==> src/rtl/alu_issue.sv <==
// Single-entry ALU issue stage: operand fetch, 16-entry register scoreboard, registered issue slot.
// Optional writeback forwarding into the issue slot is enabled by defining ALU_ISSUE_BYPASS_EN.
module alu_issue (
  input  logic        clk,
  input  logic        rst,
  input  logic        instr_valid,
  input  logic [15:0] instr,
  output logic        instr_ready,
  output logic [3:0]  rf_addr1,
  output logic [3:0]  rf_addr2,
  input  logic [31:0] rf_data1,
  input  logic [31:0] rf_data2,
  output logic        issue_valid,
  input  logic        issue_ready,
  output logic [3:0]  ALUCtrl,
  output logic [31:0] A,
  output logic [31:0] B,
  output logic [3:0]  dest,
  input  logic        wb_valid,
  input  logic [3:0]  wb_reg,
  input  logic [31:0] wb_data,
  output logic        busy
);

  localparam int unsigned REG_W  = 4;
  localparam int unsigned DATA_W = 32;
  localparam int unsigned NREG   = 16;

  typedef enum logic {EMPTY, FULL} slot_state_e;

  slot_state_e       state_q;
  logic [DATA_W-1:0] a_q, b_q;
  logic [REG_W-1:0]  ctrl_q, dest_q;
  logic [NREG-1:0]   sb_q, sb_d;

  logic [REG_W-1:0]  op, rd, rs, rt;
  logic              fwd_rs, fwd_rt, fwd_rd;
  logic [DATA_W-1:0] op_a, op_b;
  logic              hazard, accept;

  assign op = instr[15:12];
  assign rd = instr[11:8];
  assign rs = instr[7:4];
  assign rt = instr[3:0];

  assign rf_addr1 = rs;
  assign rf_addr2 = rt;

`ifdef ALU_ISSUE_BYPASS_EN
  // A retiring write satisfies a source in the same cycle; for rd, set-wins keeps it pending on accept.
  assign fwd_rs = wb_valid && (wb_reg == rs);
  assign fwd_rt = wb_valid && (wb_reg == rt);
  assign fwd_rd = wb_valid && (wb_reg == rd);
  assign op_a   = fwd_rs ? wb_data : rf_data1;
  assign op_b   = fwd_rt ? wb_data : rf_data2;
`else
  logic unused_wb_data;
  assign unused_wb_data = ^wb_data;
  assign fwd_rs = 1'b0;
  assign fwd_rt = 1'b0;
  assign fwd_rd = 1'b0;
  assign op_a   = rf_data1;
  assign op_b   = rf_data2;
`endif

  // rd is part of the check so a younger write cannot overtake an older one (WAW).
  assign hazard = (sb_q[rs] && !fwd_rs) ||
                  (sb_q[rt] && !fwd_rt) ||
                  (sb_q[rd] && !fwd_rd);

  assign instr_ready = !rst && ((state_q == EMPTY) || issue_ready) && !hazard;
  assign accept      = instr_valid && instr_ready;

  // Clear first, then set, so a same-cycle set on the retiring register wins.
  always_comb begin
    sb_d = sb_q;
    if (wb_valid) sb_d[wb_reg] = 1'b0;
    if (accept)   sb_d[rd]     = 1'b1;
  end

  always_ff @(posedge clk) begin
    if (rst) begin
      state_q <= EMPTY;
      a_q     <= '0;
      b_q     <= '0;
      ctrl_q  <= '0;
      dest_q  <= '0;
      sb_q    <= '0;
    end else begin
      sb_q <= sb_d;
      if (accept) begin
        a_q    <= op_a;
        b_q    <= op_b;
        ctrl_q <= op;
        dest_q <= rd;
      end
      unique case (state_q)
        EMPTY:   if (accept) state_q <= FULL;
        FULL:    if (!accept && issue_ready) state_q <= EMPTY;
        default: state_q <= EMPTY;
      endcase
    end
  end

  assign issue_valid = (state_q == FULL);
  assign ALUCtrl     = ctrl_q;
  assign A           = a_q;
  assign B           = b_q;
  assign dest        = dest_q;
  assign busy        = !rst && (|sb_q);

endmodule

==> config.mk <==
export PLATFORM = sky130hd
export DESIGN_NAME = alu_issue
export DESIGN_NICKNAME = d
export VERILOG_FILES = /design/src/rtl/alu_issue.sv
export SDC_FILE = /design/constraint.sdc
export NUM_CORES = 1
export LEC_CHECK = 0
export CAP_MARGIN = 20
export CORE_ASPECT_RATIO = 0.8
export CORE_MARGIN = 3
export CORE_UTILIZATION = 36
export DETAILED_ROUTE_END_ITERATION = 7
export PLACE_DENSITY = 0.76
export SETUP_SLACK_MARGIN = 0.5
export SLEW_MARGIN = 25
export SYNTH_ARGS = -nofsm -noshare
export SYNTH_HDL_FRONTEND = slang
export SYNTH_SLANG_ARGS = --single-unit
export TNS_END_PERCENT = 20
==> constraint.sdc <==
create_clock -name clk -period 4.2 [get_ports clk]
set_clock_uncertainty 0.05 [all_clocks]
set_input_delay 1.26 -clock clk [delete_from_list [all_inputs] [get_ports clk]]
set_output_delay 1.26 -clock clk [all_outputs]
set_load 0.02 [all_outputs]
After elaboration in Yosys (flattened, before gate mapping) --
Cells that the tools add are included.
Operators by class: $lt $le $gt $ge 6, muxes and demuxes 15, bitwise operators 4, reductions and logical operators 14
Operators by type and width (count):
- $mux 16 | 2
- $lt 4x5->1 const B | 4
- $and 16x16->16 | 1
- $not 16->16 | 1
- $or 16x16->16 | 1
- $reduce_or 16->1 | 1
- $bmux 1 s4 | 3
- $demux 1 s4 | 2
- $ge 4x1->1 const B | 2
- $logic_and 1x1->1 | 7
- $mux 1 | 7
- $logic_not 1->1 | 3
- $logic_or 1x1->1 | 3
- $pmux 1 s2 | 1
- $not 1->1 | 1
Storage, ports and cells: register bits after elaboration 89, input port bits 121, word-level logic and storage cells 45

Depth between registers and ports, before layout --
Gate-level depths: netlist (run 1).
depth in word-level cells 11, gate-level depth with buffers 7

Worst setup path before layout (run 1) --
Ideal clock, no wire load.
path kind input to output, start input port instr[9], end output port instr_ready, data arrival time 3.007 ns, data required time 2.890 ns, path slack -0.117 ns, stages 7, path buffers 2, path through buf_2 -> mux4_2 -> mux2_2 -> a21oi_1 -> nand4_1 -> clkbuf_1 -> inv_1
On the way: word-level cells in the longest chain between the ends 5
Ends and longest elaborated chain:
- start: declaration | RTL line 7 | input logic [15:0] instr,
- $bmux 1 s4 | RTL line 69 | (sb_q[rd] && !fwd_rd);
- $mux 1 (not written as such) | RTL line 69
- $logic_or 1x1->1 | RTL line 68 | (sb_q[rt] && !fwd_rt) ||
- $logic_not 1->1 | RTL line 71 | assign instr_ready = !rst && ((state_q == EMPTY) || issue_ready) && !hazard;
- $logic_and 1x1->1 | RTL line 71
- end: declaration | RTL line 8 | output logic instr_ready,
Every way passes these cells. The select of a mux whose other input is x is not followed.

Worst setup path in the final report (run 1) --
Ends and elaborated chain as after synthesis.

==> run_results.csv, run 1 <==
group,metric,value,unit
timing,tightestPinTransition,0.572,ns
layout,layout.nets,661,
timing,grt_setup_unrepaired,"yes",
global_route,grt.total_usage,18.4,%
layout,drive_above_1_share,13.0,%
setup_path,crit_buf_inv,5,
route,postRouteAntennaNets,0,
cts,clock_sinks,89,
yosys,synthArstFlopShare,0,%
placement,gp_congestion,0.912,
setup_path,worst-setup-path-type,"input pin to output port",
yosys,synth_area,0.00401,mm^2
power_and_ir_drop,power_density,360,mW/mm^2
floorplanning,dieArea,0.0124,mm^2
setup_path,cp_top_family,"multiplexers",
timing,period_share,96.7,%
placement,port_buffers,171,
floorplanning,die_y,100,um
timing,slew_headroom,61.9,%
floorplanning,die_w,124,um
layout,stdcell_area,0.00630,mm^2
placement,dp_slack,-0.934,ns
yosys,yosysTopAreaCell,"dfxtp_1",
global_route,grt_max_degree,76,
timing,fin_ws,0.139,ns
layout,diodes,0,
floorplanning,io_pins,204,
setup_path,crit_fanout,4,
yosys,synthFlopType,"dfxtp_1",
setup_path,max_stage_delay,0.48,ns
global_route,antenna_found_initial,0,
global_route,grt_pass1_wl,18000,um
cts,cts_root_buf,"clkbuf_16",
yosys,synth_area_leaders,"dfxtp_1 (44%), mux2_1 (19%), nor2b_1 (12%)",
setup_path,ff2ff_path_depth,7,
timing,finalHoldViolCount,0,
timing,final.setup.tns,0,ns
cts,cts_buffers,9,
floorplanning,core-area,0.0106,mm^2
route,first_pass_iters,4,
setup_path,crit_path_end,"instr_ready",
setup_path,cp.arrival,2.75,ns
placement,hpwl,8670,um
yosys,synth_seq_area_share,44.4,%
power_and_ir_drop,leakage,2.50,nW
yosys,synth.distinct_cells,33,
cts,cts_tree,"done",
cts,cts_max_level,3,
route,wl_per_cell,16.8,um
setup_path,r2r-end,"B[3]$_SDFFE_PP0P_",
cts,clockBufferDepth,2,
global_route,grt_pass1_vias,3580,
power_and_ir_drop,finalPower,2.27,mW
global_route,gr-total-overflow,0,
floorplanning,rows,33,
layout,mostFrequentLayoutCells,"clkdlybuf4s50_1 (158), dfxtp_1 (89), nor2b_1 (74)",
setup_path,reg2reg_from,"sb_q[5]$_SDFF_PP0_",
timing,max_freq,246,MHz
run,cap_violations,0,
setup_path,cp-end-kind,"output port",
setup_path,reg2reg_setup_slack,1.65,ns
route,remaining_drc_errors,0,
layout,area_growth,57.0,%
route,viasPerCell,5.05,
setup_path,path_common_cell,"buf_6",
yosys,synth-seq-cells,89,
yosys,syn_avg_cell_area,11.2,um^2
timing,slew_violations,0,
placement,place_inst,664,
run_status,outcome,"complete, no violations",
route,drt-initial-drc-count,121,
setup_path,cp_cell_sequence,"buf_8, buf_6, mux4_2, mux2i_1, o211a_1, nand4_1, buf_4, clkinv_4, buf_6",
yosys,synth_top_area_share,44.4,%
cts,cts.clk_slew.worst_paths,0.06,ns
yosys,synth_edf_count,0,
hold_path,worst_hold_path_type,"flip-flop to flip-flop",
hold_path,hold_path_startpoint,"dest[3]$_SDFFE_PP0P_",
layout,stdcell_count,685,
setup_path,critPathLaunchType,"input pin",
timing,setup_violations,0,
setup_path,startpoint,"instr[9]",
floorplanning,start_util,37.9,%
cts,clock_latency,0.33,ns
setup_path,crit_cells,9,
yosys,synth_nets,480,
route,via_count,3460,
yosys,ys_warn_count,0,
yosys,netlist_instances,359,
setup_path,required,2.89,ns
power_and_ir_drop,vdd_drop_max,0.216,mV
placement,place_area,0.00593,mm^2
setup_path,crit_slowest_cell,"mux4_2",
layout,mostFrequentLayoutCell,"clkdlybuf4s50_1",
timing,min_period,4.06,ns
route,drt_wl_total,11500,um
-- worst min path at each step --
| stage | endpoint | slack (ns) | cells past startpoint |
|---|---|---|---|
| final | dest[3]$_SDFFE_PP0P_ | 0.41 | 2 |
| after CTS | dest[3]$_SDFFE_PP0P_ | 0.42 | 2 |
| after floorplan | sb_q[2]$_SDFF_PP0_ | 0.44 | 2 |
| after global placement | dest[3]$_SDFFE_PP0P_ | 0.40 | 2 |
| after detailed placement | dest[3]$_SDFFE_PP0P_ | 0.41 | 2 |
| after global routing | dest[3]$_SDFFE_PP0P_ | 0.44 | 2 |
-- where the power goes --
part	internal [mW]	switching (mW)	total (mW)
combinational	0.266	0.212	0.478
sequential	0.906	0.0283	0.934
clock	0.537	0.317	0.854
-- Yosys cell counts (2+ instances only) --
library cell   n
a21oi_1        2
buf_2          8
buf_4          8
clkbuf_1      13
dfxtp_1       89
inv_1          3
mux2_1        68
mux2_2         4
mux2i_1        6
mux4_2        10
nand2_1        8
nand2b_1       3
nand3_1        7
nand3b_1       7
nand4_1        2
nor2_1         3
nor2b_1       74
nor4_1         4
o211ai_1      10
o311ai_0       3
o31ai_1       10
o32ai_1        2
o41ai_1        4
or3_1          2
-- stage by stage --
stage	hold WS, ns	utilization, %
floorplan	0.439	-
global placement	0.402	56.1
detailed placement	0.405	56.1
CTS	0.416	59.4
global route	0.438	59.6
finish	0.413	59.6
-- tightest hold or removal path, delay by kind of cell, from the launching register on --
| kind | cells | cell delay [ns] |
|---|---|---|
| and+or+nand+nor | 1 | 0.05 |
| DFF | 1 | 0.31 |
| muxes | 1 | 0.05 |
-- layout make-up --
cell class | instances | area, um^2
Clock inverter | 5 | 78.8
Multi-Input combinational cell | 238 | 2090
Inverter | 3 | 16.3
Clock buffer | 11 | 243
Sequential cell | 89 | 1780
Tap cell | 140 | 175
Timing Repair Buffer | 199 | 1910
Fill cell | 884 | 4270
-- flip-flops by register name (all words and copies together), names as in the netlist --
name         count
B               32
dest             4
sb_q            16
ALUCtrl          4
A               32
issue_valid      1
-- repair_timing --
| item | CTS | global route |
|---|---|---|
| buffers inserted | 2 | 3 |
| resized for setup | 48 | 1 |
| setup endpoints to repair | 10 | 2 |
| hold buffers | 0 | 0 |
| pin swaps | 6 | 2 |
-- layer usage --
layer,routed length [um],share of wire (%),track usage (%),vias to the layer above
met5,0,0,0,-
met4,201,1.7,6.14,0
met3,1100,9.6,6.65,21
met2,5390,47,30.6,143
met1,4840,42,22.0,1646
li1,-,-,-,1650
-- cells by family (layout without fill, tap and decap cells) --
logic type / count (synthesis) / count (layout) / share of synthesized area [%]
multiplexers: 88 / 88 / 27.3
AO/OA/AOI/OAI: 38 / 38 / 7.36
AND/OR/NAND/NOR: 112 / 112 / 16.9
flip-flops: 89 / 89 / 44.4
buffers and inverters: 32 / 218 / 3.99
(Power assumes the default switching activity.)
==> run 2, diff against run 1 <==
--- a/config.mk
+++ b/config.mk
@@ -12,6 +12,7 @@
 export DETAILED_ROUTE_END_ITERATION = 7
 export PLACE_DENSITY = 0.76
 export SETUP_SLACK_MARGIN = 0.5
+export SKIP_LAST_GASP = 1
 export SLEW_MARGIN = 25
 export SYNTH_ARGS = -nofsm -noshare
 export SYNTH_HDL_FRONTEND = slang
==> results of run 2 <==
The final DEF is identical to that of run 1; final timing and power are the same.
